`config.mk`:
```
export PLATFORM = sky130hd
export DESIGN_NAME = fifo_stream_reader
export DESIGN_NICKNAME = d
export VERILOG_FILES = /design/src/rtl/fifo_pkg.sv /design/src/rtl/stream_skid2.sv /design/src/rtl/fifo_stream_reader.sv
export SDC_FILE = /design/constraint.sdc
export NUM_CORES = 1
export LEC_CHECK = 0
export ABC_AREA = 1
export BUFFER_PORTS_ARGS = -buffer_cell sky130_fd_sc_hd__clkbuf_2
export CORE_ASPECT_RATIO = 0.9
export CORE_UTILIZATION = 45
export DETAILED_ROUTE_END_ITERATION = 12
export GPL_TIMING_DRIVEN = 0
export PLACE_DENSITY = 0.64
export SYNTH_ARGS = -nofsm -noshare
export SYNTH_HDL_FRONTEND = slang
export SYNTH_SLANG_ARGS = --single-unit
```
`constraint.sdc`:
```
create_clock -name clk -period 2.05 [get_ports clk]
set_input_delay 0.3075 -clock clk [delete_from_list [all_inputs] [get_ports clk]]
set_output_delay 0.3075 -clock clk [all_outputs]
set_load 0.01 [all_outputs]
```
`src/rtl/fifo_pkg.sv`:
```
// Shared types and constants for the FIFO read-side stream controller.
package fifo_pkg;

    typedef enum logic [1:0] {
        IDLE  = 2'd0,
        RUN   = 2'd1,
        DRAIN = 2'd2,
        DONE  = 2'd3
    } rd_state_t;

    localparam int SKID_DEPTH = 2;

endpackage

```
`src/rtl/stream_skid2.sv`:
```
// Two-entry register buffer feeding a valid/ready stream.
// The head slot always holds the oldest word and never changes while it waits to fire.
module stream_skid2
    import fifo_pkg::*;
#(
    parameter int DATA_WIDTH = 8
)
(
    input  logic                  clk,
    input  logic                  rst,
    input  logic                  wr_en_i,
    input  logic [DATA_WIDTH-1:0] wr_data_i,
    output logic                  out_valid_o,
    input  logic                  out_ready_i,
    output logic [DATA_WIDTH-1:0] out_data_o,
    output logic [1:0]            occ_o
);

    logic [DATA_WIDTH-1:0] head_q;
    logic [DATA_WIDTH-1:0] head_d;
    logic [DATA_WIDTH-1:0] tail_q;
    logic [DATA_WIDTH-1:0] tail_d;
    logic [1:0]            occ_q;
    logic [1:0]            occ_d;
    logic                  fire_s;
    logic                  wr_s;

    assign fire_s = (occ_q != 2'd0) && out_ready_i;
    assign wr_s   = wr_en_i && (occ_q < 2'(SKID_DEPTH));

    // Buffer next state: the tail only fills when the head is occupied and stays put.
    always_comb begin
        head_d = head_q;
        tail_d = tail_q;
        occ_d  = occ_q;
        case (occ_q)
            2'd0: begin
                if (wr_s) begin
                    head_d = wr_data_i;
                    occ_d  = 2'd1;
                end else begin
                    occ_d  = 2'd0;
                end
            end
            2'd1: begin
                if (fire_s && wr_s) begin
                    head_d = wr_data_i;
                end else if (fire_s) begin
                    occ_d  = 2'd0;
                end else if (wr_s) begin
                    tail_d = wr_data_i;
                    occ_d  = 2'd2;
                end else begin
                    occ_d  = 2'd1;
                end
            end
            2'd2: begin
                if (fire_s) begin
                    head_d = tail_q;
                    occ_d  = 2'd1;
                end else begin
                    occ_d  = 2'd2;
                end
            end
            default: begin
                occ_d = 2'd0;
            end
        endcase
    end

    // Buffer registers.
    always_ff @(posedge clk) begin
        if (rst) begin
            head_q <= {DATA_WIDTH{1'b0}};
            tail_q <= {DATA_WIDTH{1'b0}};
            occ_q  <= 2'd0;
        end else begin
            head_q <= head_d;
            tail_q <= tail_d;
            occ_q  <= occ_d;
        end
    end

    assign out_valid_o = (occ_q != 2'd0);
    assign out_data_o  = head_q;
    assign occ_o       = occ_q;

endmodule

```
`src/rtl/fifo_stream_reader.sv`:
```
// Read-side controller: pops a programmed burst from ring_buffer and streams it out
// through a two-entry buffer so out_ready never reaches fifo_pop combinationally.
module fifo_stream_reader
    import fifo_pkg::*;
#(
    parameter int DATA_WIDTH = 8,
    parameter int BURST_W    = 8
)
(
    input  logic                  clk,
    input  logic                  rst,
    input  logic                  start,
    input  logic [BURST_W-1:0]    burst_len,
    input  logic                  abort,
    input  logic [DATA_WIDTH-1:0] fifo_head,
    input  logic                  fifo_empty,
    output logic                  fifo_pop,
    output logic [DATA_WIDTH-1:0] out_data,
    output logic                  out_valid,
    input  logic                  out_ready,
    output logic                  busy,
    output logic                  done,
    output logic [BURST_W-1:0]    sent_count
);

    localparam logic [BURST_W-1:0] ZERO_B = {BURST_W{1'b0}};
    localparam logic [BURST_W-1:0] ONE_B  = {{(BURST_W-1){1'b0}}, 1'b1};

    rd_state_t          state_q;
    logic [BURST_W-1:0] fetch_rem_q;
    logic [BURST_W-1:0] sent_count_q;
    logic [1:0]         occ_s;
    logic               out_valid_s;
    logic               fire_s;
    logic               pop_s;

    // Registered occupancy only; abort wins over a pop in the same cycle.
    assign pop_s  = (state_q == RUN) && (fetch_rem_q != ZERO_B) && !fifo_empty
                    && (occ_s < 2'(SKID_DEPTH)) && !abort;
    assign fire_s = out_valid_s && out_ready;

    // Burst sequencing and accepted-word counting.
    always_ff @(posedge clk) begin
        if (rst) begin
            state_q      <= IDLE;
            fetch_rem_q  <= ZERO_B;
            sent_count_q <= ZERO_B;
        end else begin
            if (fire_s) begin
                sent_count_q <= sent_count_q + ONE_B;
            end
            case (state_q)
                IDLE: begin
                    if (start) begin
                        sent_count_q <= ZERO_B;
                        fetch_rem_q  <= burst_len;
                        state_q      <= (burst_len != ZERO_B) ? RUN : DONE;
                    end
                end
                RUN: begin
                    if (pop_s) begin
                        fetch_rem_q <= fetch_rem_q - ONE_B;
                    end
                    if (abort || (pop_s && (fetch_rem_q == ONE_B))) begin
                        state_q <= DRAIN;
                    end
                end
                DRAIN: begin
                    if (occ_s == 2'd0) begin
                        state_q <= DONE;
                    end
                end
                DONE: begin
                    state_q <= IDLE;
                end
                default: begin
                    state_q <= IDLE;
                end
            endcase
        end
    end

    stream_skid2 #(
        .DATA_WIDTH (DATA_WIDTH)
    ) u_skid (
        .clk         (clk),
        .rst         (rst),
        .wr_en_i     (pop_s),
        .wr_data_i   (fifo_head),
        .out_valid_o (out_valid_s),
        .out_ready_i (out_ready),
        .out_data_o  (out_data),
        .occ_o       (occ_s)
    );

    assign fifo_pop   = pop_s;
    assign out_valid  = out_valid_s;
    assign busy       = (state_q != IDLE);
    assign done       = (state_q == DONE);
    assign sent_count = sent_count_q;

endmodule

```
== Word-level counts from Yosys, hierarchy flattened ==
Index checks and enable logic that the tools add are counted.
Word-level totals
  logic and storage cells: 69
  input port bits: 22
  register bits after elaboration: 36
  output and inout bits: 20
Operators by class
  equal/unequal tests: 14
  add/sub/neg operators: 2
  magnitude comparators: 1
  bitwise logic cells: 2
  reductions and logical operators: 23
  muxes and demuxes: 21
Operators by type and width (number)
  two-way mux 8 bit: 8
  case mux 8 bit (3 select lines): 1
  two-way mux 2 bit: 8
  case mux 8 bit (2 select lines): 1
  nonzero test 8 bit: 2
  adder 8 x 1 -> 8 bit, second input constant: 1
  == test 8 x 1 -> 1 bit, second input constant: 1
  logical AND 1 bit: 8
  inequality test 2 x 1 -> 1 bit, second input constant: 4
  inequality test 2 bit, second input constant: 4
  case mux 2 bit (4 select lines): 1
  AND reduction 4 bit: 2
  subtractor 8 x 1 -> 8 bit, second input constant: 1
  == test 2 bit, second input constant: 3
  case mux 2 bit (3 select lines): 1
  AND reduction 3 bit: 2
  nonzero test 2 bit: 3
  == test 2 x 1 -> 1 bit, second input constant: 2
  zero test 2 bit: 2
  nonzero test 3 bit: 1
  zero test 1 bit: 2
  less-than comparator 2 bit, second input constant: 1
  NOT 1 bit: 2
  logical OR 1 bit: 1
  two-way mux 1 bit: 1

== Depth between registers and ports, before layout ==
Gate-level depths: netlist of run 1.
  depth after elaboration: 10
  mapped depth: 11
  depth with buffers taken out: 10

== Modules after synthesis ==
Synthesis of run 1 repeated with hierarchy kept, for this count alone.
Second synthesis, totals
  cells, all modules: 349
  area total of the unflattened synthesis: 2164.6 um^2
Modules (own cells, without submodules)
  fifo_stream_reader: area each 1246.2 um^2, cells an instance 201, sequential area each 360.3 um^2, times used 1
  stream_skid2: area each 918.4 um^2, cells an instance 148, sequential area each 360.3 um^2, times used 1

== Worst setup path before layout of run 1 ==
No wires, ideal clock.
  path type: register to register
  start: reg state_q[1]
  end: reg u_skid.head_q[6] (netlist: u_skid.out_data_o[6])
  stages on the path, launching flop included: 11
  clock period less this slack: 1629 ps
  path slack: 421 ps
  data required time: 1937 ps
  data arrival time: 1516 ps
  setup time: 113 ps
  buffers on the path: 1
  cell sequence: dfxtp_1 -> inv_1 -> ha_1 -> nand2_1 -> nor2_2 -> o21ai_4 -> a21oi_4 -> buf_4 -> nand2_1 -> nand2_1 -> nor2_1
Between the ends
  word-level cells in the longest chain between the ends: 9
  elaborated cells between the ends (all ways): 10
  those cells by class: eq/ne: 3; reduce/logical: 7
RTL lines
  start, declared: line fifo_stream_reader.sv:29  | rd_state_t state_q;
  start signal, assigned: line fifo_stream_reader.sv:57  | state_q <= (burst_len != ZERO_B) ? RUN : DONE;
  == test 2 x 1 -> 1 bit *: line fifo_stream_reader.sv:38  | assign pop_s = (state_q == RUN) && (fetch_rem_q != ZERO_B) && !fifo_empty
  logical AND 1 bit * (2 in series): line fifo_stream_reader.sv:38
  logical AND 1 bit * (2 in series): line fifo_stream_reader.sv:39  | && (occ_s < 2'(SKID_DEPTH)) && !abort;
  logical AND 1 bit *: line stream_skid2.sv:29  | assign wr_s = wr_en_i && (occ_q < 2'(SKID_DEPTH));
  logical AND 1 bit: line stream_skid2.sv:46  | if (fire_s && wr_s) begin
  inequality test 2 x 1 -> 1 bit (no line)
  AND reduction 4 bit (no line) *
  end signal, assigned: line stream_skid2.sv:74  | head_q <= {DATA_WIDTH{1'b0}};
  end, declared: line stream_skid2.sv:19  | logic [DATA_WIDTH-1:0] head_q;
Every way passes the cells marked *; elsewhere a longest branch is shown, timed or not.
A chain may end at the register's enable or synchronous reset.

== Worst setup path in the final report of run 1 ==
  start: reg state_q[1]
  end: out fifo_pop
Between the ends
  word-level cells in the longest chain between the ends: 5
RTL lines
  == test 2 x 1 -> 1 bit: line fifo_stream_reader.sv:38
  logical AND 1 bit (2 in series): line fifo_stream_reader.sv:38
  logical AND 1 bit (2 in series): line fifo_stream_reader.sv:39
  end, declared: line fifo_stream_reader.sv:17  | output logic fifo_pop,
No other way between the ends.

==> impl_metrics.env, run 1 <==
export IMPL_hold_buffers=0
export IMPL_dr_pass1_iters=4
export IMPL_cts_sinks=36
export IMPL_yosysTopAreaCellShare_pct=34.5
export IMPL_tritoncts="yes"
export IMPL_finalWirelength_um=4610
export IMPL_rsz0062_at_grt="no"
export IMPL_worst_pin_slew_ns=0.525
export IMPL_syn_nets=369
export IMPL_async_reset_ff_share_pct=0
export IMPL_cp_end_kind="primary output"
export IMPL_final_nets=416
export IMPL_period_minus_slack_ns=1.93
export IMPL_antenna_found_initial=0
export IMPL_crit_fanout=7
export IMPL_power_mw=2.72
export IMPL_ir_drop_mv=0.693
export IMPL_powerDensity_mw_per_mm2=1100
export IMPL_antenna_left=0
export IMPL_postCtsSetupBuffers=0
export IMPL_fmax_ghz=0.519
export IMPL_io_pins=42
export IMPL_layout_cells_non_filler=449
export IMPL_yosysUniqueCellTypes=26
export IMPL_die_area_mm2=0.00492
export IMPL_cts_buffers=5
export IMPL_routed_via_density=4.49
export IMPL_drc_errors=0
export IMPL_syn_inst=339
export IMPL_first_iter_violations=75
export IMPL_die_y_um=66.6
export IMPL_cp_required_ns=1.74
export IMPL_layout_drive_gt1_share_pct=16.0
export IMPL_slew_violations=0
export IMPL_fin_worst_skew_ns=0.00486
export IMPL_overflow=0
export IMPL_leakage_nw=1.29
export IMPL_max_slew_margin_rel_pct=65.0
export IMPL_n_antenna_cell=0
export IMPL_critPathLaunchType="register"
export IMPL_drv_cap=0
export IMPL_grt_max_degree=12
export IMPL_final_area_mm2=0.00248
export IMPL_finalHoldViolations=0
export IMPL_grt_pass1_wl_um=7640
export IMPL_port_buffers=40
export IMPL_cts_max_level=2
export IMPL_dp_hpwl_um=3580
export IMPL_setup_tns_ns=0
export IMPL_path_clk_slew_ns=0.07
export IMPL_start_util_pct=46.8
export IMPL_ys_seq_elements=36
export IMPL_crit_type="reg2out"
export IMPL_fill_cells=467
export IMPL_post_dp_cell_area_mm2=0.00237
export IMPL_area_growth_pct=18.5
export IMPL_via_count=2015
export IMPL_status="completed"
export IMPL_ys_seq_area_share_pct=34.5
export IMPL_worstHoldPathType="in2reg"
export IMPL_yosys_area_top_type="dfxtp_1"
export IMPL_syn_area_mm2=0.00209
export IMPL_setup_ws_ns=0.125
export IMPL_worstSkewPairLatency_ns=0.29
export IMPL_finalSetupViolCount=0
export IMPL_synth_ff_type="dfxtp_1"
export IMPL_worstPathArrival_ns=1.62
export IMPL_fp_coreArea_mm2=0.00446
export IMPL_place_congestion=0.880
export IMPL_synth_common_cells="95 x nand2_1, 69 x nor2_1, 52 x inv_1, 36 x dfxtp_1, 18 x o21ai_0"
export IMPL_num_rows=23
export IMPL_ys_warnings_count=0
export IMPL_grt_pass1_vias=1687
export IMPL_preCtsSetupSlack_ns=0.0478
export IMPL_avgSynthCellArea_um2=6.16
export IMPL_drt_wirelength_per_cell_um=10.3
export IMPL_grt_use_total_pct=20.6
export IMPL_synth_area_leaders="dfxtp_1 34%, nand2_1 17%, nor2_1 12%"
export IMPL_synth_edf_count=0
export IMPL_dp_cells=441
export IMPL_fin_crit_sh_pct=93.9
export IMPL_yosysMostFrequentCell="nand2_1"
export IMPL_max_clock_path_buffers=2
export IMPL_cts_root_buf="clkbuf_8"
export IMPL_die_width_um=73.8
==> final timing paths <==
path	from	endpoint	slack, ns	cells after the start
worst max-delay path	state_q[1]$_SDFFE_PP0P_	fifo_pop	0.12	7
worst max register to register	state_q[1]$_SDFFE_PP0P_	fetch_rem_q[4]$_SDFFE_PP0P_	0.18	9
worst min-delay path	fifo_head[4]	u_skid.tail_q[4]$_SDFFE_PP0P_	0.26	3
worst min register to register	u_skid.out_data_o[6]$_SDFFE_PP0P_	u_skid.out_data_o[6]$_SDFFE_PP0P_	0.48	2
==> critical path, stage by stage (launching register included) <==
cell	delay, ns
dfxtp_1	0.34
inv_1	0.14
ha_4	0.19
nand2_1	0.11
nor2_2	0.20
o21ai_4	0.13
inv_2	0.10
clkbuf_2	0.13
==> kinds of logic (layout without fill, tap and decap cells) <==
| kind of cell | count (synthesis) | after routing | synth area share (%) |
|---|---|---|---|
| simple gates | 197 | 197 | 38.7 |
| buf+inv | 62 | 110 | 11.5 |
| flops | 36 | 36 | 34.5 |
| compound gates | 33 | 33 | 9.22 |
| fa+ha+maj | 8 | 8 | 4.79 |
| xor+xnor | 3 | 3 | 1.26 |
==> sequential cells by signal, indices dropped and copies added (netlist names) <==
register / flops
sent_count: 8
fetch_rem_q: 8
state_q: 2
u_skid.tail_q: 8
u_skid.occ_o: 2
u_skid.out_data_o: 8
==> metal layers <==
metal  global-route usage (%)  share of wire [%]  up-vias
met5                        0                  0        -
met4                     7.69                1.3        0
met3                     4.08                3.0        6
met2                     30.4                 40       36
met1                     29.2                 55      845
li1                         -                  -     1128
==> cell usage in the layout (no fill, tap or decap) <==
master / instances
nand3b_1: 1
buf_4: 2
ha_4: 1
nand4_1: 4
or2_2: 2
dfxtp_1: 36
ha_2: 1
a21oi_4: 1
o211ai_1: 1
nand2_2: 1
ha_1: 6
xor2_1: 2
o21ai_0: 18
nor2_2: 2
nor3_1: 5
nand3_4: 1
o21ai_4: 1
clkbuf_2: 40
nand3_1: 16
o21ai_1: 1
nor3b_1: 1
inv_2: 3
clkbuf_1: 6
a21oi_1: 10
clkbuf_8: 6
clkinvlp_4: 1
a21boi_0: 1
inv_1: 52
nand2_1: 95
xnor2_1: 1
nor2_1: 69
==> power breakdown <==
part | switching (mW) | internal, mW | total [mW] | leakage, nW
clock network | 0.257 | 0.273 | 0.530 | 0.0445
registers | 0.110 | 0.817 | 0.928 | 0.293
logic | 0.817 | 0.448 | 1.26 | 0.954
total | 1.18 | 1.54 | 2.72 | 1.29
==> area by class of cell <==
cell class / count / area [um2] / area share, %
Buffer: 7 / 33.8 / 1.36
Tap cell: 62 / 77.6 / 3.13
Inverter: 55 / 206 / 8.34
Sequential cell: 36 / 721 / 29.1
Multi-Input combinational cell: 241 / 1140 / 46.2
Clock inverter: 1 / 7.51 / 0.303
Timing Repair Buffer: 40 / 200 / 8.08
Clock buffer: 7 / 86.3 / 3.49
==> metrics by stage <==
step / util, % / hold WS (ns)
2_1_floorplan: - / 0.442
3_3_place_gp: 53.1 / 0.463
3_5_place_dp: 53.1 / 0.471
4_1_cts: 55.2 / 0.252
5_1_grt: 55.5 / 0.265
6_report: 55.5 / 0.258
==> repair_timing <==
action | in CTS | in global routing
endpoints found under the setup margin | 1 | 4
gates resized for setup | 1 | 2
pin swaps | 0 | 1
(Power assumes the default switching activity.)
==> run 2, diff against run 1 <==
- RECOVER_POWER: not set -> 25
- SYNTH_HIERARCHICAL: not set -> 1
==> run 2 against run 1 <==
Net effect:
- combinational power about the same
- via count up 3.8%
- total power up 2.6%
- clock skew up 0.00093 ns
- worst setup slack better by 0.063 ns
- maximum frequency up 3.4%
- non-clock buffer count down 1
- critical endpoint unchanged
- largest power group unchanged
- highest routed layer unchanged
==> impl_metrics.env, run 2 <==
export IMPL_status="completed"
export IMPL_fp_coreArea_mm2=0.00455
export IMPL_cpMostUsedCell="inv_1"
export IMPL_drc_errors=0
export IMPL_leakage_nw=1.28
export IMPL_avgSynthCellArea_um2=6.20
export IMPL_cts_max_level=2
export IMPL_grt_pass1_vias=1779
export IMPL_fin_crit_sh_pct=90.9
export IMPL_synth_fa_ha_area_share_pct=4.62
export IMPL_cp_required_ns=1.74
export IMPL_layout_drive_gt1_share_pct=14.8
export IMPL_yosysUniqueCellTypes=30
export IMPL_syn_nets=379
export IMPL_max_clock_path_buffers=2
export IMPL_die_width_um=75.1
export IMPL_num_rows=23
export IMPL_cts_buffers=5
export IMPL_final_nets=427
export IMPL_die_y_um=67.8
export IMPL_path_clk_slew_ns=0.08
export IMPL_max_slew_margin_rel_pct=70.2
export IMPL_muxShareOfSynthArea_pct=0
export IMPL_slowest_stage="dfxtp_1"
export IMPL_final_common_cell="nand2_1"
export IMPL_slew_violations=0
export IMPL_worstHoldPathType="in2reg"
export IMPL_worstPathArrival_ns=1.56
export IMPL_yosys_area_top_type="dfxtp_1"
export IMPL_ir_drop_mv=0.600
export IMPL_antenna_found_initial=0
export IMPL_synth_top_family_by_area="simple AND/OR/NAND/NOR gates"
export IMPL_drv_cap=0
export IMPL_finalSetupViolCount=0
export IMPL_drt_wirelength_per_cell_um=10.4
export IMPL_powerDensity_mw_per_mm2=1100
export IMPL_layout_common_cells="102 x nand2_1, 70 x nor2_1, 47 x inv_1"
export IMPL_cts_sinks=36
export IMPL_finalWirelength_um=4790
export IMPL_worstSkewPairLatency_ns=0.29
export IMPL_ys_warnings_count=6
export IMPL_synth_area_leaders="dfxtp_1 33%, nand2_1 18%, nor2_1 12%"
export IMPL_die_area_mm2=0.00509
export IMPL_synth_common_cells="102 x nand2_1, 70 x nor2_1, 47 x inv_1, 36 x dfxtp_1, 14 x nand3_1"
export IMPL_grt_use_total_pct=20.7
export IMPL_finalHoldViolations=0
export IMPL_critPathLaunchType="register"
export IMPL_port_buffers=41
export IMPL_setup_tns_ns=0
export IMPL_hold_buffers=0
export IMPL_ys_seq_elements=36
export IMPL_dp_hpwl_um=3620
export IMPL_start_util_pct=47.6
export IMPL_crit_fanout=4
export IMPL_io_pins=42
export IMPL_async_reset_ff_share_pct=0
export IMPL_yosysTopAreaCellShare_pct=33.3
export IMPL_area_growth_pct=17.5
export IMPL_syn_area_mm2=0.00216
export IMPL_grt_max_degree=13
export IMPL_routed_via_density=4.55
export IMPL_crit_type="reg2out"
export IMPL_place_congestion=0.825
export IMPL_synthSimpleGateAreaFrac_pct=43.5
export IMPL_syn_inst=349
export IMPL_cp_end_kind="primary output"
export IMPL_first_iter_violations=103
export IMPL_ys_seq_area_share_pct=33.3
export IMPL_rsz0062_at_grt="no"
export IMPL_fmax_ghz=0.537
export IMPL_synthXorXnorAreaFrac_pct=0.809
export IMPL_synth_ff_type="dfxtp_1"
export IMPL_period_minus_slack_ns=1.86
export IMPL_cts_root_buf="clkbuf_8"
export IMPL_postCtsSetupBuffers=0
export IMPL_dr_pass1_iters=7
export IMPL_n_antenna_cell=0
export IMPL_worst_pin_slew_ns=0.447
export IMPL_antenna_left=0
export IMPL_synth_edf_count=0
export IMPL_hold_ws_ns=0.284
export IMPL_tritoncts="yes"
export IMPL_via_count=2091
export IMPL_fin_worst_skew_ns=0.00579
export IMPL_yosysMostFrequentCell="nand2_1"
export IMPL_grt_pass1_wl_um=7830
export IMPL_overflow=0
export IMPL_synth_compound_area_share_pct=6.42
export IMPL_cpPeakStageDelay_ns=0.34
export IMPL_cp_cell_sequence="inv_1 -> ha_1 -> nand2_1 -> nor2_2 -> o21ai_4 -> inv_1 -> clkbuf_2"
[run 2: metal layers]
metal  vias to the layer above  GRT usage, %  routed length [um]
met5                         -             0                   0
met4                         0          7.31                  56
met3                         6          4.78                 251
met2                        45          30.0                1870
met1                       874          29.7                2610
li1                       1166             -                   -
[run 2: worst paths after layout]
check                                     start                           endpoint  slack (ns)  cells after the start
setup reg to reg        state_q[1]$_SDFFE_PP0P_  u_skid/out_data_o[2]$_SDFFE_PP0P_        0.24                     12
setup / recovery        state_q[1]$_SDFFE_PP0P_                           fifo_pop        0.19                      7
hold reg to reg   u_skid/tail_q[6]$_SDFFE_PP0P_      u_skid/tail_q[6]$_SDFFE_PP0P_        0.49                      2
hold / removal                              rst        fetch_rem_q[2]$_SDFFE_PP0P_        0.28                      2
[run 2: logic make-up after synthesis]
kind of cell	after synthesis
adders and majority gates	8
buffers and inverters	62
xor gates and xnor gates	2
DFF	36
AOI/OAI and AO/OA	23
and+or+nand+nor	218
[run 2: area by class of cell]
class                           instances  area, um2
Clock inverter                          3       42.5
Multi-Input combinational cell        251       1200
Sequential cell                        36        721
Inverter                               57        216
Buffer                                  5       31.3
Fill cell                             507       2000
Clock buffer                            5       68.8
Tap cell                               62       77.6
Timing Repair Buffer                   41        188
[run 2: timing repair]
action	CTS	global route
setup endpoints to repair	0	2
endpoints found under the hold margin	0	0
resized for setup	0	2
[run 2: power by group]
group	total (mW)	switching (mW)	internal (mW)
sequential	0.917	0.104	0.813
clock	0.623	0.263	0.360
combinational	1.25	0.816	0.437
[run 2: critical path: cells and delay by family (launching register included)]
kind / cells / cell delay, ns
compound gates: 1 / 0.10
fa+ha+maj: 1 / 0.19
buf+inv: 3 / 0.36
flops: 1 / 0.34
simple gates: 2 / 0.27
[run 2: per-stage QoR]
step	instances	power (mW)	setup WS, ns	utilization, %	cell area [um2]
floorplan	349	1.90	0.379	-	2160
global placement	452	2.18	0.162	53.8	2450
detailed placement	452	2.19	0.156	53.8	2450
CTS	460	2.83	0.129	56.3	2560
global route	460	3.07	0.0423	55.9	2540
finish	460	2.79	0.187	55.9	2540
==> run 3, diff against run 2 <==
- GPL_TIMING_DRIVEN: 0 -> not set
==> run 3 against run 2 <==
Net effect:
- core utilization is 1.0 points lower
- critical path depth is 1 higher
- cell area shrank 1.9%
- largest power group unchanged
==> impl_metrics.env, run 3 (synthesis gave the netlist of run 2 again) <==
export IMPL_finalHoldViolations=0
export IMPL_dr_pass1_iters=4
export IMPL_status="completed"
export IMPL_final_common_cell="nand2_1"
export IMPL_finalSetupViolCount=0
export IMPL_crit_type="reg2reg"
export IMPL_grt_pass1_wl_um=7940
export IMPL_ir_drop_mv=0.589
export IMPL_crit_end="fetch_rem_q[3]$_SDFFE_PP0P_"
export IMPL_via_count=2120
export IMPL_layout_common_cells="102 x nand2_1, 70 x nor2_1, 47 x inv_1"
export IMPL_drc_errors=0
export IMPL_port_buffers=41
export IMPL_min_path_cells=2
export IMPL_leakage_nw=1.26
export IMPL_worstPathArrival_ns=2.03
export IMPL_postCtsSetupBuffers=0
export IMPL_area_growth_pct=15.3
export IMPL_hold_buffers=0
export IMPL_slew_violations=0
export IMPL_max_slew_margin_rel_pct=65.4
export IMPL_rsz0062_at_grt="no"
export IMPL_cts_root_buf="clkbuf_8"
export IMPL_routed_via_density=4.65
export IMPL_reg2regPathDepth=8
export IMPL_finalWirelength_um=4820
export IMPL_antenna_left=0
export IMPL_grt_max_degree=19
export IMPL_worstSetupStartpoint="state_q[1]$_SDFFE_PP0P_"
export IMPL_cts_resized=0
export IMPL_cts_buffers=5
export IMPL_overflow=0
export IMPL_io_pins=42
export IMPL_worst_pin_slew_ns=0.516
export IMPL_powerDensity_mw_per_mm2=1080
export IMPL_layout_drive_gt1_share_pct=14.5
export IMPL_p_sw_mw=1.21
export IMPL_start_util_pct=47.6
export IMPL_setup_tns_ns=0
export IMPL_cts_max_level=2
export IMPL_antenna_found_initial=0
export IMPL_fill_cells=461
export IMPL_final_nets=423
export IMPL_setup_ws_ns=0.237
export IMPL_num_rows=23
export IMPL_drv_cap=0
export IMPL_drt_wirelength_per_cell_um=10.6
export IMPL_cp_required_ns=2.27
export IMPL_cts_sinks=36
export IMPL_place_congestion=0.865
export IMPL_preCtsSetupSlack_ns=0.259
export IMPL_fin_crit_sh_pct=88.4
export IMPL_sequentialPowerShare_pct=34.2
export IMPL_swShare_pct=44.8
export IMPL_reg2reg_to="fetch_rem_q[3]$_SDFFE_PP0P_"
export IMPL_first_iter_violations=86
export IMPL_critPathLaunchType="register"
export IMPL_cp_end_kind="register"
export IMPL_worstHoldPathType="in2reg"
export IMPL_worstSkewPairLatency_ns=0.29
export IMPL_fmax_ghz=0.552
export IMPL_die_y_um=67.8
export IMPL_rrSetupSlack_ns=0.24
export IMPL_internal_power_mw=1.49
export IMPL_n_antenna_cell=0
export IMPL_die_area_mm2=0.00509
export IMPL_grt_pass1_vias=1767
export IMPL_crit_fanout=12
export IMPL_fp_coreArea_mm2=0.00455
export IMPL_die_width_um=75.1
export IMPL_period_minus_slack_ns=1.81
export IMPL_max_clock_path_buffers=2
export IMPL_tritoncts="yes"
export IMPL_power_mw=2.70
export IMPL_combinationalPowerShare_pct=47.1
export IMPL_fin_worst_skew_ns=0.00544
export IMPL_pwr_share_clk_pct=18.7
export IMPL_grt_use_total_pct=20.7
export IMPL_dp_hpwl_um=3600
export IMPL_path_clk_slew_ns=0.07
export IMPL_r2r_start="state_q[1]$_SDFFE_PP0P_"
[run 3: changes by cell type in the layout (fill, tap and decap cells not counted), sizes merged]
cell / before / now
clkinv: 4 / 6
clkinvlp: 1 / 0
buf: 2 / 1
bufinv: 1 / 0
clkbuf: 49 / 46
[run 3: worst max-delay path, cell delays in order (launching register included)]
cell and delay (ns):
dfxtp_1 0.37, inv_1 0.08, ha_1 0.19, buf_4 0.17, inv_1 0.20, nand2_1 0.16, a21oi_2 0.33, nand2_1 0.09
a21oi_1 0.14
[run 3: routing by layer]
layer  track usage (%)  up-vias  wire [um]
li1                  -     1156          -
met1              30.5      912       2560
met2              29.7       50       2010
met3              4.18        2        225
met4              7.08        0         29
met5                 0        -          0
[run 3: worst min-delay path by stage]
stage	to	startpoint	slack (ns)
after floorplan	fetch_rem_q[2]$_SDFFE_PP0P_	rst	0.38
after global placement	u_skid/tail_q[7]$_SDFFE_PP0P_	u_skid/tail_q[7]$_SDFFE_PP0P_	0.46
after detailed placement	u_skid/tail_q[3]$_SDFFE_PP0P_	u_skid/tail_q[3]$_SDFFE_PP0P_	0.48
after CTS	fetch_rem_q[6]$_SDFFE_PP0P_	rst	0.28
after global routing	fetch_rem_q[6]$_SDFFE_PP0P_	rst	0.30
final	fetch_rem_q[2]$_SDFFE_PP0P_	rst	0.29
[run 3: final cells by class]
cell class / count / area [um2] / area share [%]
clock buffer: 5 / 68.8 / 2.76
tap: 62 / 77.6 / 3.11
clock inverter: 3 / 18.8 / 0.752
sequential: 36 / 721 / 28.9
timing repair buffer: 42 / 195 / 7.82
inverter: 57 / 216 / 8.68
multi-input combinational: 251 / 1200 / 48.0
[run 3: metrics by stage]
step / instance area [um2] / hold WS, ns / cells / utilization, %
after global placement: 2420 / 0.464 / 448 / 53.3
after global routing: 2490 / 0.297 / 456 / 54.9
after detailed placement: 2420 / 0.476 / 448 / 53.3
final: 2490 / 0.291 / 456 / 54.9
after floorplan: 2160 / 0.377 / 349 / -
after CTS: 2510 / 0.283 / 456 / 55.3
[run 3: power groups by stage]
stage	registers, mW	clock network (mW)	logic [mW]
final	0.922	0.506	1.27
after global routing	0.939	0.553	1.47
after CTS	0.923	0.519	1.27
after detailed placement	0.937	0	1.26
after global placement	0.936	0	1.25
after floorplan	0.924	0	0.975
